**src/rtl/inta_master_pkg.sv**
```systemverilog
// Shared types and OCW2 command constants for the PIC interrupt-acknowledge initiator.
package pic_pkg;

  typedef enum logic [2:0] {
    IDLE,
    ACK1,
    GAP,
    ACK2,
    DELIVER,
    RECOVER
  } ack_state_t;

  localparam logic [7:0] OCW2_NONSPEC_EOI     = 8'h20;
  localparam logic [2:0] OCW2_SPEC_EOI_PREFIX = 3'b011;

  // Build the OCW2 byte for a specific or non-specific end-of-interrupt.
  function automatic logic [7:0] eoi_command(input logic specific, input logic [2:0] level);
    return specific ? {OCW2_SPEC_EOI_PREFIX, 2'b00, level} : OCW2_NONSPEC_EOI;
  endfunction

endpackage

```
**src/rtl/inta_master_if.sv**
```systemverilog
// PIC-side and core-side signals of the interrupt-acknowledge initiator.
interface inta_master_if;
  logic       int_request;
  logic       int_enable;
  logic       interrupt_acknowledge_n;
  logic [7:0] data_bus_in;
  logic       vector_valid;
  logic [7:0] vector;
  logic       vector_ready;
  logic       eoi_request;
  logic       eoi_specific;
  logic [2:0] eoi_level;
  logic       write_n;
  logic       a0;
  logic [7:0] data_bus_out;
  logic       data_bus_oe;
  logic       eoi_busy;

  modport master (
    input  int_request, int_enable, data_bus_in, vector_ready,
           eoi_request, eoi_specific, eoi_level,
    output interrupt_acknowledge_n, vector_valid, vector,
           write_n, a0, data_bus_out, data_bus_oe, eoi_busy
  );

  modport slave (
    output int_request, int_enable, data_bus_in, vector_ready,
           eoi_request, eoi_specific, eoi_level,
    input  interrupt_acknowledge_n, vector_valid, vector,
           write_n, a0, data_bus_out, data_bus_oe, eoi_busy
  );
endinterface

```
**src/rtl/inta_master_sync.sv**
```systemverilog
// N-stage flip-flop synchroniser for a single asynchronous bit.
module pic_sync #(
  parameter int STAGES = 2
) (
  input  logic clk,
  input  logic reset,
  input  logic din,
  output logic dout
);

  logic [STAGES-1:0] sync_reg;

  always_ff @(posedge clk) begin
    if (reset) sync_reg <= '0;
    else       sync_reg <= {sync_reg[STAGES-2:0], din};
  end

  assign dout = sync_reg[STAGES-1];

endmodule

```
**src/rtl/inta_master.sv**
```systemverilog
// CPU-side INTA initiator: two-pulse acknowledge, vector capture and core handshake.
// Optional EOI command writer is built when INTA_MASTER_EOI_EN is defined.
module inta_master
  import pic_pkg::*;
#(
  parameter int INTA_LOW_CYCLES = 2,
  parameter int INTA_GAP_CYCLES = 2,
  parameter int INT_SYNC_STAGES = 2
) (
  input logic          clk,
  input logic          reset,
  inta_master_if.master bus
);

  localparam int LG_MAX  = (INTA_LOW_CYCLES > INTA_GAP_CYCLES) ? INTA_LOW_CYCLES : INTA_GAP_CYCLES;
  localparam int CNT_MAX = (LG_MAX > INT_SYNC_STAGES + 1) ? LG_MAX : INT_SYNC_STAGES + 1;
  localparam int CNT_W   = $clog2(CNT_MAX + 1);

  ack_state_t       state_reg;
  logic [CNT_W-1:0] cnt_reg;
  logic             inta_n_reg;
  logic [7:0]       vector_reg;
  logic             vector_valid_reg;
  logic             int_sync;
  logic             ack_start;

  pic_sync #(.STAGES(INT_SYNC_STAGES)) u_int_sync (
    .clk  (clk),
    .reset(reset),
    .din  (bus.int_request),
    .dout (int_sync)
  );

`ifdef INTA_MASTER_EOI_EN
  logic             eoi_busy_reg;
  logic             eoi_writing_reg;
  logic             write_n_reg;
  logic             data_bus_oe_reg;
  logic [7:0]       eoi_cmd_reg;
  logic [7:0]       data_bus_out_reg;
  logic [CNT_W-1:0] eoi_cnt_reg;
  logic             eoi_start;

  assign ack_start = int_sync & bus.int_enable & ~eoi_writing_reg;
`else
  assign ack_start = int_sync & bus.int_enable;
`endif

  always_ff @(posedge clk) begin
    if (reset) begin
      state_reg        <= IDLE;
      cnt_reg          <= '0;
      inta_n_reg       <= 1'b1;
      vector_reg       <= 8'h00;
      vector_valid_reg <= 1'b0;
    end else begin
      case (state_reg)
        IDLE: if (ack_start) begin
          state_reg  <= ACK1;
          inta_n_reg <= 1'b0;
          cnt_reg    <= CNT_W'(INTA_LOW_CYCLES - 1);
        end
        ACK1: if (cnt_reg == '0) begin
          state_reg  <= GAP;
          inta_n_reg <= 1'b1;
          cnt_reg    <= CNT_W'(INTA_GAP_CYCLES - 1);
        end else cnt_reg <= cnt_reg - 1'b1;
        GAP: if (cnt_reg == '0) begin
          state_reg  <= ACK2;
          inta_n_reg <= 1'b0;
          cnt_reg    <= CNT_W'(INTA_LOW_CYCLES - 1);
        end else cnt_reg <= cnt_reg - 1'b1;
        ACK2: if (cnt_reg == '0) begin
          state_reg        <= DELIVER;
          inta_n_reg       <= 1'b1;
          vector_reg       <= bus.data_bus_in;
          vector_valid_reg <= 1'b1;
        end else cnt_reg <= cnt_reg - 1'b1;
        // Recovery masks the stale synchronised INT while the PIC drops it.
        DELIVER: if (bus.vector_ready) begin
          state_reg        <= RECOVER;
          vector_valid_reg <= 1'b0;
          cnt_reg          <= CNT_W'(INT_SYNC_STAGES);
        end
        RECOVER: if (cnt_reg == '0) state_reg <= IDLE;
                 else cnt_reg <= cnt_reg - 1'b1;
        default: begin
          state_reg        <= IDLE;
          inta_n_reg       <= 1'b1;
          vector_valid_reg <= 1'b0;
        end
      endcase
    end
  end

  assign bus.interrupt_acknowledge_n = inta_n_reg;
  assign bus.vector                  = vector_reg;
  assign bus.vector_valid            = vector_valid_reg;

`ifdef INTA_MASTER_EOI_EN
  // The write only starts where INTA is guaranteed high for its whole duration.
  assign eoi_start = eoi_busy_reg & ~eoi_writing_reg &
                     (((state_reg == IDLE) & ~ack_start) | (state_reg == DELIVER));

  always_ff @(posedge clk) begin
    if (reset) begin
      eoi_busy_reg     <= 1'b0;
      eoi_writing_reg  <= 1'b0;
      write_n_reg      <= 1'b1;
      data_bus_oe_reg  <= 1'b0;
      eoi_cmd_reg      <= 8'h00;
      data_bus_out_reg <= 8'h00;
      eoi_cnt_reg      <= '0;
    end else begin
      if (!eoi_busy_reg && bus.eoi_request) begin
        eoi_busy_reg <= 1'b1;
        eoi_cmd_reg  <= eoi_command(bus.eoi_specific, bus.eoi_level);
      end
      if (eoi_start) begin
        eoi_writing_reg  <= 1'b1;
        write_n_reg      <= 1'b0;
        data_bus_oe_reg  <= 1'b1;
        data_bus_out_reg <= eoi_cmd_reg;
        eoi_cnt_reg      <= CNT_W'(INTA_LOW_CYCLES - 1);
      end else if (eoi_writing_reg) begin
        if (eoi_cnt_reg == '0) begin
          eoi_writing_reg  <= 1'b0;
          eoi_busy_reg     <= 1'b0;
          write_n_reg      <= 1'b1;
          data_bus_oe_reg  <= 1'b0;
          data_bus_out_reg <= 8'h00;
        end else eoi_cnt_reg <= eoi_cnt_reg - 1'b1;
      end
    end
  end

  assign bus.write_n      = write_n_reg;
  assign bus.a0           = 1'b0;
  assign bus.data_bus_out = data_bus_out_reg;
  assign bus.data_bus_oe  = data_bus_oe_reg;
  assign bus.eoi_busy     = eoi_busy_reg;
`else
  logic unused_eoi;
  assign unused_eoi       = ^{bus.eoi_request, bus.eoi_specific, bus.eoi_level};
  assign bus.write_n      = 1'b1;
  assign bus.a0           = 1'b0;
  assign bus.data_bus_out = 8'h00;
  assign bus.data_bus_oe  = 1'b0;
  assign bus.eoi_busy     = 1'b0;
`endif

endmodule
```
**src/flat_wrapper.sv**
```systemverilog
// flat-port wrapper written by rule: the top's interface ports become plain ports
module inta_master_flat import pic_pkg::*;
#(
  parameter int INTA_LOW_CYCLES = 2,
  parameter int INTA_GAP_CYCLES = 2,
  parameter int INT_SYNC_STAGES = 2
)
  (clk, reset, bus_int_request, bus_int_enable, bus_data_bus_in, bus_vector_ready, bus_eoi_request, bus_eoi_specific, bus_eoi_level, bus_interrupt_acknowledge_n, bus_vector_valid, bus_vector, bus_write_n, bus_a0, bus_data_bus_out, bus_data_bus_oe, bus_eoi_busy);
  inta_master_if bus_i ();
  input logic clk;
  input logic reset;
  input wire logic [$bits(bus_i.int_request)-1:0] bus_int_request;
  input wire logic [$bits(bus_i.int_enable)-1:0] bus_int_enable;
  input wire logic [$bits(bus_i.data_bus_in)-1:0] bus_data_bus_in;
  input wire logic [$bits(bus_i.vector_ready)-1:0] bus_vector_ready;
  input wire logic [$bits(bus_i.eoi_request)-1:0] bus_eoi_request;
  input wire logic [$bits(bus_i.eoi_specific)-1:0] bus_eoi_specific;
  input wire logic [$bits(bus_i.eoi_level)-1:0] bus_eoi_level;
  output wire logic [$bits(bus_i.interrupt_acknowledge_n)-1:0] bus_interrupt_acknowledge_n;
  output wire logic [$bits(bus_i.vector_valid)-1:0] bus_vector_valid;
  output wire logic [$bits(bus_i.vector)-1:0] bus_vector;
  output wire logic [$bits(bus_i.write_n)-1:0] bus_write_n;
  output wire logic [$bits(bus_i.a0)-1:0] bus_a0;
  output wire logic [$bits(bus_i.data_bus_out)-1:0] bus_data_bus_out;
  output wire logic [$bits(bus_i.data_bus_oe)-1:0] bus_data_bus_oe;
  output wire logic [$bits(bus_i.eoi_busy)-1:0] bus_eoi_busy;
  assign bus_i.int_request = bus_int_request;
  assign bus_i.int_enable = bus_int_enable;
  assign bus_i.data_bus_in = bus_data_bus_in;
  assign bus_i.vector_ready = bus_vector_ready;
  assign bus_i.eoi_request = bus_eoi_request;
  assign bus_i.eoi_specific = bus_eoi_specific;
  assign bus_i.eoi_level = bus_eoi_level;
  assign bus_interrupt_acknowledge_n = bus_i.interrupt_acknowledge_n;
  assign bus_vector_valid = bus_i.vector_valid;
  assign bus_vector = bus_i.vector;
  assign bus_write_n = bus_i.write_n;
  assign bus_a0 = bus_i.a0;
  assign bus_data_bus_out = bus_i.data_bus_out;
  assign bus_data_bus_oe = bus_i.data_bus_oe;
  assign bus_eoi_busy = bus_i.eoi_busy;
  inta_master #(.INTA_LOW_CYCLES(INTA_LOW_CYCLES), .INTA_GAP_CYCLES(INTA_GAP_CYCLES), .INT_SYNC_STAGES(INT_SYNC_STAGES)) u_core (.clk(clk), .reset(reset), .bus(bus_i));
endmodule
```
**config.mk**
```make
export PLATFORM = sky130hd
export DESIGN_NAME = inta_master_flat
export DESIGN_NICKNAME = d
export VERILOG_FILES = /design/src/rtl/inta_master_pkg.sv /design/src/rtl/inta_master_if.sv /design/src/rtl/inta_master_sync.sv /design/src/rtl/inta_master.sv /design/src/flat_wrapper.sv
export SDC_FILE = /design/constraint.sdc
export NUM_CORES = 1
export LEC_CHECK = 0
export CAP_MARGIN = 20
export CORE_MARGIN = 2
export CORE_UTILIZATION = 41
export CTS_CLUSTER_SIZE = 30
export DETAILED_ROUTE_END_ITERATION = 10
export GPL_TIMING_DRIVEN = 1
export PLACE_DENSITY = 0.87
export SETUP_SLACK_MARGIN = 0.4
export SYNTH_ARGS = -nofsm -noshare
export SYNTH_HDL_FRONTEND = slang
export SYNTH_SLANG_ARGS = --single-unit
```
**constraint.sdc**
```tcl
create_clock -name clk -period 2.03 [get_ports clk]
set_input_delay 0.3045 -clock clk [delete_from_list [all_inputs] [get_ports clk]]
set_output_delay 0.3045 -clock clk [all_outputs]
set_load 0.01 [all_outputs]
```
==> results.json <==
{
  "met3_usage": 0.0556,
  "status": "complete, no violations",
  "htreeDepth": 1,
  "fin_cells": 156,
  "grt_pass1_vias": 670,
  "insertion_delay_ns": 0.30,
  "layout_setup_ws_ns": 0.485,
  "dpl_cell_area_sq_um": 1070,
  "dp_hpwl_microns": 1260,
  "reg2regPathDepth": 6,
  "initial_core_util": 0.446,
  "die_x_microns": 50.9,
  "path_class": "reg -> reg",
  "rows": 16,
  "nets": 150,
  "finalPower_mw": 1.14,
  "rsz0062_at_grt": "false",
  "whs_ns": 0.448,
  "insertedDiodeCount": 0,
  "via_per_inst": 4.78,
  "peakVddDrop_uv": 599,
  "die_height_microns": 50.9,
  "grt_use_met2": 0.248,
  "finalCritPeriodShare": 0.761,
  "grt.busiest_layer": "met2",
  "grt_max_degree": 16,
  "grt_usage": 0.145,
  "cts_buffers": 3,
  "fin_setup_tns_ns": 0,
  "largest_reg_flops": 8,
  "synth_edf_count": 0,
  "final_area_sq_um": 1120,
  "core_sq_um": 2020,
  "ys_async_sr_fraction": 0,
  "grt_pass1_wl_microns": 2820,
  "dieArea_sq_um": 2590,
  "p_leak_nw": 0.415,
  "worst_setup_path_end_kind": "flop",
  "cp_slowest_cell": "dfxtp_2",
  "synth_common_cells": "21 x nand2_1, 17 x dfxtp_1, 14 x buf_4, 10 x a21oi_1, 5 x nor2b_1",
  "drtIter0Drc": 19,
  "hold_viol_final": 0,
  "crit_fanout": 6,
  "fin_crit_ns": 1.54,
  "cp.depth": 6,
  "maxSlewViolCount": 0,
  "crit_top_cell": "a211o_1",
  "cts_tree": "yes",
  "placed_cells": 152,
  "critical-path-max-stage-delay_ns": 0.36,
  "syn_area_sq_um": 901,
  "power_density_nw_per_um2": 1020,
  "yosysSeqAreaShare": 0.378,
  "synth.distinct_cells": 31,
  "overflow": 0,
  "drc": 0,
  "startpoint_type": "flop",
  "critPathBufInv": 1,
  "fin_util": 0.553,
  "fmax_mhz": 647,
  "critPathArrivalTime_ns": 1.78,
  "routed_wl_microns": 1810,
  "synthFlopType": "dfxtp_1",
  "syn_inst": 110,
  "yosys_warnings": 0,
  "vias": 745,
  "synth_area_leaders": "dfxtp_1 38%, buf_4 12%, nand2_1 8.8%, a21oi_1 5.6%, nor2b_1 3.5%",
  "clk_pin_slew_ns": 0.10,
  "syn_avg_cell_area_sq_um": 8.19,
  "cts_setup_buffers": 0,
  "dpl_worst_slack_ns": 0.235,
  "root_buffer": "clkbuf_4",
  "areaGrowthSynthToFinish_pct": 24.2,
  "holdPathStages": 1,
  "post_drt_wl_per_cell_microns": 11.6,
  "antenna_found_initial": 0,
  "setup_viol": 0,
  "worstPathRequired_ns": 2.27,
  "clock_path_buffers": 2,
  "synth.top_cell.area_share": 0.378,
  "postCtsHoldBufs": 0,
  "detail-route-antenna-nets": 0,
  "drive_gt1_frac": 0.109,
  "io_buffers": 22,
  "grtUsageMet1": 0.170,
  "yosysTopAreaCell": "dfxtp_1",
  "path_cells": "inv_1 -> ha_2 -> nor2b_1 -> a211o_1 -> a211o_1 -> a21oi_2",
  "drt-pass1-iter-count": 4,
  "skew_ns": 0.00487,
  "yosys.cell_count.top_type": "nand2_1",
  "pin_count": 40,
  "clock-sinks": 17,
  "drv_cap": 0,
  "hp-class": "reg -> reg",
  "place.gp.congestion": 0.770,
  "crit_family": "compound AO/OA/AOI/OAI gates",
  "synth-seq-cells": 17
}
## cells in the final DEF, fill, tap and decap left out, types with 4 or more instances in the layout
master,instances
clkdlybuf4s50_1,22
conb_1,12
inv_1,4
nand2_1,21
nor2b_1,5
dfxtp_1,14
a21oi_1,10
## logic make-up after synthesis
family | synth area share
AO/OA/AOI/OAI | 0.193
adder cells (fa/ha/maj) | 0.0278
buffers and inverters | 0.158
XOR/XNOR | 0.00972
AND/OR/NAND/NOR | 0.225
other | 0.00834
flip-flops | 0.378
## what timing repair did
action	4_1_cts	5_1_grt
resized for setup	1	7
endpoints found under the setup margin	6	12
cloned	0	0
## cell type report
class                           instances  area, sq um
Tap cell                               27         33.8
Timing Repair Buffer                   23          228
Fill cell                             187          903
Clock inverter                          1         5.00
Sequential cell                        17          344
Inverter                                4         15.0
Clock buffer                            3         22.5
Multi-Input combinational cell         81          470
## power breakdown
part | internal (mW) | switching [mW] | leakage [nW]
clock network | 0.0736 | 0.113 | 0.0177
logic | 0.233 | 0.226 | 0.257
registers | 0.399 | 0.0917 | 0.139
## final timing paths
check                                                           endpoint                                      from  slack [ns]
worst max-delay path                    u_core.state_reg[0]$_SDFFE_PP0P_            u_core.cnt_reg[0]$_SDFFE_PP0P_        0.49
worst min-delay path            u_core.u_int_sync.sync_reg[1]$_SDFF_PP0_  u_core.u_int_sync.sync_reg[0]$_SDFF_PP0_        0.45
worst max register to register          u_core.state_reg[0]$_SDFFE_PP0P_            u_core.cnt_reg[0]$_SDFFE_PP0P_        0.49
worst min register to register  u_core.u_int_sync.sync_reg[1]$_SDFF_PP0_  u_core.u_int_sync.sync_reg[0]$_SDFF_PP0_        0.45
## metal layers
metal / vias to the layer above / part of all wire
li1: 380 / -
met1: 340 / 0.43
met2: 23 / 0.50
met3: 2 / 0.064
met4: 0 / 0.0077
met5: - / 0
(Power assumes the default switching activity.)
